===== src/rtl/n25q_pkg.sv =====
// Shared types and constants for the N25Q SPI flash data path.
package n25q_pkg;

  // Byte engine FSM states.
  typedef enum logic [2:0] {
    StIdle,
    StSetup,
    StShift,
    StTail,
    StFin
  } spi_state_e;

  // SPI mode 3: sclk idles high, data launched on falling and captured on rising edges.
  localparam logic SPI_MODE3_CPOL = 1'b1;
  localparam logic SPI_MODE3_CPHA = 1'b1;

  localparam int unsigned N25Q_DATA_WIDTH        = 8;
  localparam int unsigned N25Q_CLK_DIVIDER_WIDTH = 8;
  localparam int unsigned N25Q_DEFAULT_DIVIDER   = 0;

  // Terminal selectors of the N25Q terminal logic feeding this engine.
  localparam logic [3:0] TERM_N25Q_CTRL = 4'h0;
  localparam logic [3:0] TERM_N25Q_DATA = 4'h1;

endpackage


===== src/rtl/n25q_spi_clkgen.sv =====
// Half-period timer for the SPI byte engine. Counts H ifclk cycles per half and flags, on
// the last cycle of a half, whether the next half is a falling (sclk low) or rising one.
module n25q_spi_clkgen #(
  parameter int unsigned CntWidth = 9
) (
  input  logic                clk_i,
  input  logic                rst_i,
  input  logic                load_i,
  input  logic                load_level_i,
  input  logic                run_i,
  input  logic [CntWidth-1:0] half_i,
  output logic                fall_o,
  output logic                rise_o
);

  logic [CntWidth-1:0] cnt_q;
  logic                level_q;
  logic                half_end;

  // Counter runs 1..H; level_q is the sclk level of the half currently being timed.
  assign half_end = (cnt_q == half_i);
  assign fall_o   = run_i & half_end & level_q;
  assign rise_o   = run_i & half_end & ~level_q;

  // Restart on load, otherwise advance while the engine is timing halves.
  always_ff @(posedge clk_i or posedge rst_i) begin
    if (rst_i) begin
      cnt_q   <= CntWidth'(1);
      level_q <= 1'b1;
    end else if (load_i) begin
      cnt_q   <= CntWidth'(1);
      level_q <= load_level_i;
    end else if (run_i) begin
      if (half_end) begin
        cnt_q   <= CntWidth'(1);
        level_q <= ~level_q;
      end else begin
        cnt_q <= cnt_q + CntWidth'(1);
      end
    end
  end

endmodule


===== src/rtl/n25q_spi_byte_engine.sv =====
// Byte-serial SPI mode-3 shifter. Chip select stays low between bytes until an explicit
// release, so multi-byte commands live in one csb-low window.
module n25q_spi_byte_engine
  import n25q_pkg::*;
#(
  parameter int unsigned DATA_WIDTH        = N25Q_DATA_WIDTH,
  parameter int unsigned CLK_DIVIDER_WIDTH = N25Q_CLK_DIVIDER_WIDTH,
  parameter int unsigned SAMPLE_PHASE      = 0
) (
  input  logic                         ifclk,
  input  logic                         reset,
  input  logic [CLK_DIVIDER_WIDTH-1:0] clk_divider,
  input  logic                         go,
  input  logic [DATA_WIDTH-1:0]        datai,
  input  logic                         cs_release,
  output logic [DATA_WIDTH-1:0]        datao,
  output logic                         busy,
  output logic                         done,
  output logic                         csb,
  output logic                         sclk,
  output logic                         mosi,
  input  logic                         miso
);

  localparam int unsigned HW  = CLK_DIVIDER_WIDTH + 1;
  localparam int unsigned BCW = $clog2(DATA_WIDTH + 1);

  spi_state_e            state_q;
  logic [DATA_WIDTH-1:0] tx_q;
  logic [DATA_WIDTH-1:0] rx_q;
  logic [DATA_WIDTH-1:0] datao_q;
  logic [HW-1:0]         half_q;
  logic [BCW-1:0]        bit_cnt_q;
  logic                  csb_q;
  logic                  sclk_q;
  logic                  mosi_q;
  logic                  busy_q;
  logic                  done_q;

  logic start;
  logic run;
  logic fall;
  logic rise;
  logic last_bit;

  assign start    = (state_q == StIdle) && go;
  assign run      = (state_q == StSetup) || (state_q == StShift) || (state_q == StTail);
  assign last_bit = (bit_cnt_q == BCW'(DATA_WIDTH));

  // SETUP is timed as a high half so its end is a fall strobe; from csb low the first
  // falling half starts on the go edge itself.
  n25q_spi_clkgen #(
    .CntWidth (HW)
  ) u_clkgen (
    .clk_i        (ifclk),
    .rst_i        (reset),
    .load_i       (start),
    .load_level_i (csb_q),
    .run_i        (run),
    .half_i       (half_q),
    .fall_o       (fall),
    .rise_o       (rise)
  );

  // Transfer sequencer with registered pin and handshake outputs.
  always_ff @(posedge ifclk or posedge reset) begin
    if (reset) begin
      state_q   <= StIdle;
      tx_q      <= '0;
      rx_q      <= '0;
      datao_q   <= '0;
      half_q    <= HW'(1);
      bit_cnt_q <= '0;
      csb_q     <= 1'b1;
      sclk_q    <= SPI_MODE3_CPOL;
      mosi_q    <= 1'b0;
      busy_q    <= 1'b0;
      done_q    <= 1'b0;
    end else begin
      done_q <= 1'b0;
      unique case (state_q)
        StIdle: begin
          if (go) begin
            tx_q      <= datai;
            half_q    <= {1'b0, clk_divider} + HW'(1);
            bit_cnt_q <= '0;
            busy_q    <= 1'b1;
            if (csb_q) begin
              state_q <= StSetup;
              csb_q   <= 1'b0;
            end else begin
              state_q <= StShift;
              sclk_q  <= 1'b0;
              mosi_q  <= datai[DATA_WIDTH-1];
            end
          end else if (cs_release) begin
            csb_q  <= 1'b1;
            mosi_q <= 1'b0;
          end
        end
        StSetup: begin
          if (fall) begin
            state_q <= StShift;
            sclk_q  <= 1'b0;
            mosi_q  <= tx_q[DATA_WIDTH-1];
          end
        end
        StShift: begin
          if (rise) begin
            sclk_q    <= 1'b1;
            tx_q      <= {tx_q[DATA_WIDTH-2:0], 1'b0};
            bit_cnt_q <= bit_cnt_q + BCW'(1);
            if (SAMPLE_PHASE == 0) begin
              rx_q <= {rx_q[DATA_WIDTH-2:0], miso};
            end
          end else if (fall) begin
            // Late sampling takes the bit from the preceding rising half here.
            if (SAMPLE_PHASE != 0) begin
              rx_q <= {rx_q[DATA_WIDTH-2:0], miso};
            end
            if (last_bit) begin
              if (SAMPLE_PHASE != 0) begin
                state_q <= StTail;
              end else begin
                state_q <= StFin;
                busy_q  <= 1'b0;
                done_q  <= 1'b1;
                datao_q <= rx_q;
              end
            end else begin
              sclk_q <= 1'b0;
              mosi_q <= tx_q[DATA_WIDTH-1];
            end
          end
        end
        StTail: begin
          if (fall || rise) begin
            state_q <= StFin;
            busy_q  <= 1'b0;
            done_q  <= 1'b1;
            datao_q <= rx_q;
          end
        end
        StFin: begin
          state_q <= StIdle;
        end
        default: begin
          state_q <= StIdle;
        end
      endcase
    end
  end

  assign datao = datao_q;
  assign busy  = busy_q;
  assign done  = done_q;
  assign csb   = csb_q;
  assign sclk  = sclk_q;
  assign mosi  = mosi_q;

endmodule


===== config.mk =====
export PLATFORM = sky130hd
export DESIGN_NAME = n25q_spi_byte_engine
export DESIGN_NICKNAME = d
export VERILOG_FILES = /design/src/rtl/n25q_pkg.sv /design/src/rtl/n25q_spi_clkgen.sv /design/src/rtl/n25q_spi_byte_engine.sv
export SDC_FILE = /design/constraint.sdc
export NUM_CORES = 1
export LEC_CHECK = 0
export CAP_MARGIN = 20
export CORE_AREA = 2 2 78 80
export DETAILED_ROUTE_END_ITERATION = 10
export DIE_AREA = 0 0 80 82
export PLACE_DENSITY = 0.74
export SETUP_SLACK_MARGIN = 0.5
export SLEW_MARGIN = 0
export SYNTH_ARGS = -nofsm -noshare
export SYNTH_HDL_FRONTEND = slang
export SYNTH_HIERARCHICAL = 1
export SYNTH_SLANG_ARGS = --single-unit

===== constraint.sdc =====
create_clock -name ifclk -period 2.05 [get_ports ifclk]
set_input_delay 0.41 -clock ifclk [delete_from_list [all_inputs] [get_ports ifclk]]
set_output_delay 0.41 -clock ifclk [all_outputs]
set_load 0.05 [all_outputs]

==> run metrics <==
Core Footprint=0.00575 mm²; status=finished with violations; # DRC=0; Fmax achieved=0.425 GHz; Min Hold Slack=381 ps; CTS tree=done; clock root cell=clkbuf_8; multi-input logic area=0.00174 mm²; post-synthesis sequential area ratio=49.7%; Setup CP Type=reg -> reg; Worst EP arrival=2600 ps; # setup viols final=30; CTS H-Tree Depth=2; vias per inst=5.47; failing checks=setup timing; first-pass GRT wire length=10,800 µm; Clock Sink Count=55; dominant synthesized flop cell=dfrtp_1; Worst Hold Class=in -> async; Post-Syn Area=0.00278 mm²; layout cell share with drive strength beyond 1=53.4%; register bit count reported by yosys=55; final hold vios=0; cell row count=28; DR pass1 iterations=4; die height=82 µm; routability cong.=0.863; DP HPWL=4220 µm; area post-placement=0.00349 mm²; most frequent cells in the layout=dfrtp_1 (50), buf_4 (43), buf_6 (25), clkdlybuf4s50_1 (19), nor2_1 (17); die width=80 µm; Max Cap Violations=0; gr usage total=21.8%; clock latency on the worst-skew pair=320 ps; Clock transition at path regs=110 ps; commonest non-fill, non-tap cell in the layout=dfrtp_1; cells after synthesis=258; Final Total Pwr=5580 µW; post-synthesis net count=283; CTS buffer count=5; max-slew violation count=0; initial antenna violation count=0; post-route antenna net violation count=0; setup ws final=-301 ps; gr ovfl total=0; final worst-path cycle share=115%; Initial Util=48.5%; P_leak=0.00208 µW; kind of end point of the critical path=register; dpl cells=391; Worst Path Max Fanout=5; Yosys warning count=6; pwr dens=1240 mW/mm²; initial DRC count=68; RSZ-0062 raised after global routing=true; largest net degree at the start of global routing=35; port bufs=33; Startpoint Class=register; cell area after layout=0.00450 mm²; FFs w/ async S/R, synth=100%; Final Non-Filler Cells=442; IO Pins=34; Relative slew margins=66.7%; syn avg cell area=10.8 µm²; Max Root-Sink Buffers=2; DR vias=2,417; Filler Cell Count=348; Final min period=2350 ps; n_diodes=0; clk_skew=6.29 ps; Max VDD drop=0.728 mV; number of synthesized flops with an enable pin=0; post-synth cell types=49; nets=391; Reg area=0.00138 mm²; worst slew pin tran=497 ps; Detailed Route WL=8390 µm; CTS Hold Bufs=0; required time of the critical path=2300 ps; routed wire length per instance=19.0 µm; Die Area=0.00656 mm²; Layout area overhead=61.7%; vias in the first global route=2,242
==> cells in the mapped netlist, types with 4 or more instances <==
library cell	instances	area (µm²)
nand4_1	6	37.5
xnor2_1	14	123
buf_2	7	35.0
nand3_1	7	35.0
mux2_2	17	191
o21ai_0	10	50.1
dfrtp_1	50	1250
xor2_1	8	70.1
ha_1	4	50.1
dfstp_2	5	131
nor2_1	29	109
nor3_1	8	40.0
mux2i_1	7	70.1
a21oi_1	9	45.0
nand2_1	19	71.3
inv_1	10	37.5
==> critical path, cell delays in order (launching register included) <==
cell      delay (ps)
dfrtp_1          450
xnor2_2          230
and3_4           240
nand4_1          190
nor2_4           210
buf_4            130
buf_6             90
and4bb_2         310
nand4_1          150
xor2_1           170
nor2_1           100
==> layout make-up <==
cell class	instances	area share, %
clock buffers	5	1.53
inverters	12	1.31
flip-flops and latches	55	30.7
repair buffers	109	25.2
well taps	75	2.08
clock inverters	3	0.611
multi-input cells	183	38.5
==> power breakdown <==
group	total (µW)	leakage (µW)	internal (µW)	switching, µW
combinational	3160	0.00134	1700	1460
sequential	1780	0.000693	1420	351
clock	640	0.0000463	252	388
==> final timing paths <==
path / cells after the start / slack [ps] / endpoint / startpoint
max: 10 / -300 / bit_cnt_q[3] / half_q[8]
min: 2 / 380 / state_q[0] / reset
max reg2reg: 10 / -300 / bit_cnt_q[3] / half_q[8]
min reg2reg: 1 / 520 / datao[3] / datao[3]
max in group asynchronous: 3 / 1100 / half_q[0] / reset
min in group ifclk: 1 / 520 / datao[3] / datao[3]
==> routing by layer <==
layer / global-route usage (%) / vias to the layer above / share of wire (%)
met2: 38.3 / 58 / 54
met1: 26.4 / 1216 / 40
met4: 8.64 / 0 / 2.6
met5: 0 / - / 0
li1: - / 1123 / -
met3: 4.40 / 20 / 2.7
==> through the flow <==
step / utilization (%) / TNS (ps) / setup WS [ps]
2_1_floorplan: - / -1220 / -138
3_3_place_gp: 60.8 / -1530 / -104
3_5_place_dp: 60.8 / -2100 / -154
4_1_cts: 71.3 / -853 / -90.4
5_1_grt: 78.4 / -6890 / -357
6_report: 78.4 / -5170 / -301
==> cells by family (layout without fill, tap and decap cells) <==
kind of cell | after synthesis | in the layout | synth area share [%]
AND/OR/NAND/NOR | 90 | 92 | 16.8
flip-flops | 55 | 55 | 49.7
AO/OA/AOI/OAI | 38 | 38 | 9.84
XOR/XNOR | 25 | 25 | 8.67
multiplexers | 24 | 24 | 9.39
buffers and inverters | 22 | 129 | 3.82
adder cells (fa/ha/maj) | 4 | 4 | 1.80
==> repair_timing <==
action | 4_1_cts | 5_1_grt
setup buffers | 22 | 16
pin swaps | 34 | 26
cloned | 2 | 3
gates resized for setup | 108 | 46
endpoints found under the setup margin | 65 | 55
==> state kept, by name, summed over array words and instances, names as in the netlist <==
register,count
csb,1
busy,1
rx_q,8
bit_cnt_q,4
done,1
sclk,1
mosi,1
state_q,3
tx_q,8
half_q,9
datao,8
u_clkgen/level_q,1
u_clkgen/cnt_q,9
Note: power is estimated with default switching activity, not from simulation.
==> variant, RTL diff (config.mk and constraints unchanged) <==
The parameter `SAMPLE_PHASE` goes from 0 to 1.
--- a/src/rtl/n25q_spi_byte_engine.sv
+++ b/src/rtl/n25q_spi_byte_engine.sv
@@ -6,5 +6,5 @@
   parameter int unsigned DATA_WIDTH        = N25Q_DATA_WIDTH,
   parameter int unsigned CLK_DIVIDER_WIDTH = N25Q_CLK_DIVIDER_WIDTH,
-  parameter int unsigned SAMPLE_PHASE      = 0
+  parameter int unsigned SAMPLE_PHASE      = 1
 ) (
   input  logic                         ifclk,
Check against the original RTL: same outputs for any inputs over 10 cycles, from zero or initial values and one cycle with reset high; that may be too few to reach the edited logic, so the function may still have changed.
==> variant against the unedited design <==
  * Fmax grew 1.2%
  * Sequential cell count is the same
  * Cell count is 1.4% lower
  * First-iteration DRC count grew to 2.7 times the old value
  * Worst setup slack gained 0.028 ns
  * Wire length is 8.3% lower
  * Critical path type unchanged
  * Final area fell by 6.3%
  * Synthesized cell count increased by 1.6%
  * Power fell by 17%
  * Area after synthesis increased by 0.72%
  * The flow still finishes with violations (negative setup slack)
==> variant: results (changes against the unedited design) <==
Setup path
The critical path's slowest cell is dfstp_2 (was dfrtp_1). The largest fanout on the critical path is 4 (was 5). The delay contributed by the slowest stage of the critical path came to 0.58 ns (was 0.45 ns). The data arrival time of the worst path came to 2.54 ns (was 2.60 ns).

GRT
The met1 global-route usage is 28.8% (was 26.4%). The all-layer global routing usage is 22.0% (was 21.8%). The maximum number of pins on one net before global-route repair is 46 (was 35). The met3 global-route usage was 3.41% (was 4.40%). The met2 track utilization from global routing was 37.3% (was 38.3%). The first-pass GRT wire length is 11.2 mm (was 10.8 mm). The via count of the first global-routing pass came to 2376 (was 2242).

Synthesis
Most used standard cells in the synthesized netlist: dfrtp_1, nand2_1, nor2_1 (was dfrtp_1, nor2_1, nand2_1). Cell types occupying the most area after synthesis: dfrtp_1, mux2_2, dfstp_2 (unchanged). The share of synthesized area occupied by flip-flops and latches came to 49.3% (was 49.7%). The async set-reset flop share out of synthesis is 100% (unchanged). The gate count after technology mapping came to 262 (was 258). The total nets after synthesis came to 287 (was 283).

Place
The placed cell count came to 396 (was 391). The final weighted congestion in routability-driven placement is 0.844 (was 0.863). The placed wire-length estimate after detailed placement is 4.24 mm (was 4.22 mm). The cell area after placement is 3520 um^2 (was 3490 um^2).

Drt
The total via count after detailed routing was 2428 (was 2417). The DRC marker count from the first detailed-route iteration came to 184 (was 68). The average wire length per cell after detail routing is 17.6 um (was 19.0 um).

Cells and area
Top Registers: half_q x9, u_clkgen/cnt_q x9 (unchanged). The count of inserted antenna diode cells came to 0 (unchanged). The fraction of final layout cells sized beyond drive strength 1 is 45.7% (was 53.4%).

The count of placed standard cells in the final layout, fillers left out is 436 (was 442).

Power
The standby leakage power is 1.94 nW (was 2.08 nW). The worst voltage drop across the vdd grid came to 731 uV (was 728 uV).

Timing
The final worst slack came to -0.274 ns (was -0.301 ns). The measured slew at the worst slew-check pin came to 0.874 ns (was 0.497 ns). The number of endpoints failing setup at the final stage is 32 (was 30). The clock skew came to 0.0115 ns (was 0.00629 ns).

Clocking
The maximum buffer depth of the clock tree is 2 (unchanged). The level count of the clock H-tree is 2 (unchanged).

Status
Failing checks: negative setup slack (unchanged). Run status: finished with violations (unchanged).
==> variant: path summary, 6_finish.rpt <==
| kind | from | end | slack, ns |
|---|---|---|---|
| min | reset | u_clkgen/cnt_q[3] | 0.41 |
| max reg2reg | u_clkgen/cnt_q[0] | bit_cnt_q[3] | -0.27 |
| max | u_clkgen/cnt_q[0] | bit_cnt_q[3] | -0.27 |
| max in group asynchronous | reset | half_q[0] | 1.30 |
| min reg2reg | tx_q[3] | tx_q[3] | 0.51 |
| min in group ifclk | tx_q[3] | tx_q[3] | 0.51 |
==> variant: layout make-up <==
| type | instances | area, um^2 |
|---|---|---|
| Clock buffer | 5 | 68.8 |
| Clock inverter | 3 | 23.8 |
| Fill cell | 360 | 1530 |
| Inverter | 10 | 46.3 |
| Multi-Input combinational cell | 191 | 1670 |
| Sequential cell | 55 | 1390 |
| Tap cell | 75 | 93.8 |
| Timing Repair Buffer | 97 | 931 |
==> variant: logic make-up (layout without fill, tap and decap cells) <==
logic type / after synthesis / count (layout) / synth area share (%)
simple gates: 95 / 95 / 18.0
flops: 55 / 55 / 49.3
compound gates: 41 / 44 / 10.0
xor+xnor: 24 / 24 / 8.30
mux: 24 / 24 / 9.33
buf+inv: 19 / 115 / 3.30
fa+ha+maj: 4 / 4 / 1.78
==> variant: per-layer routing <==
metal  part of all wire, %  up-vias  routed length [um]
li1                      -     1124                   -
met4                   2.7        0                 210
met5                     0        -                   0
met3                   3.5       19                 268
met1                    42     1212                3200
met2                    52       73                4010
==> variant: through the flow <==
stage	utilization, %	setup TNS, ns	setup WS (ns)
2_1_floorplan	-	-0.297	-0.0371
3_5_place_dp	61.3	-1.31	-0.124
5_1_grt	73.4	-6.28	-0.286
4_1_cts	69.2	-0.256	-0.0324
3_3_place_gp	61.3	-0.368	-0.0464
6_report	73.4	-5.65	-0.274
==> variant: worst reg2reg max path: stages (launching register included) <==
cell      delay (ns)
dfstp_2         0.58
xnor2_2         0.14
and2_4          0.19
nand4_1         0.19
nor2_2          0.20
buf_4           0.13
buf_6           0.11
and4bb_2        0.28
nand4_1         0.16
xor2_1          0.19
nor2_1          0.06
==> variant: where the power goes <==
part	internal (mW)	switching, mW
Combinational	1.16	1.10
Sequential	1.43	0.293
Clock	0.248	0.379
==> variant: what timing repair did <==
action,in CTS,in global routing
endpoints found under the setup margin,58,48
cloned,3,0
setup buffers,17,12
resized for setup,84,36
endpoints found under the hold margin,0,0
pin swaps,24,18
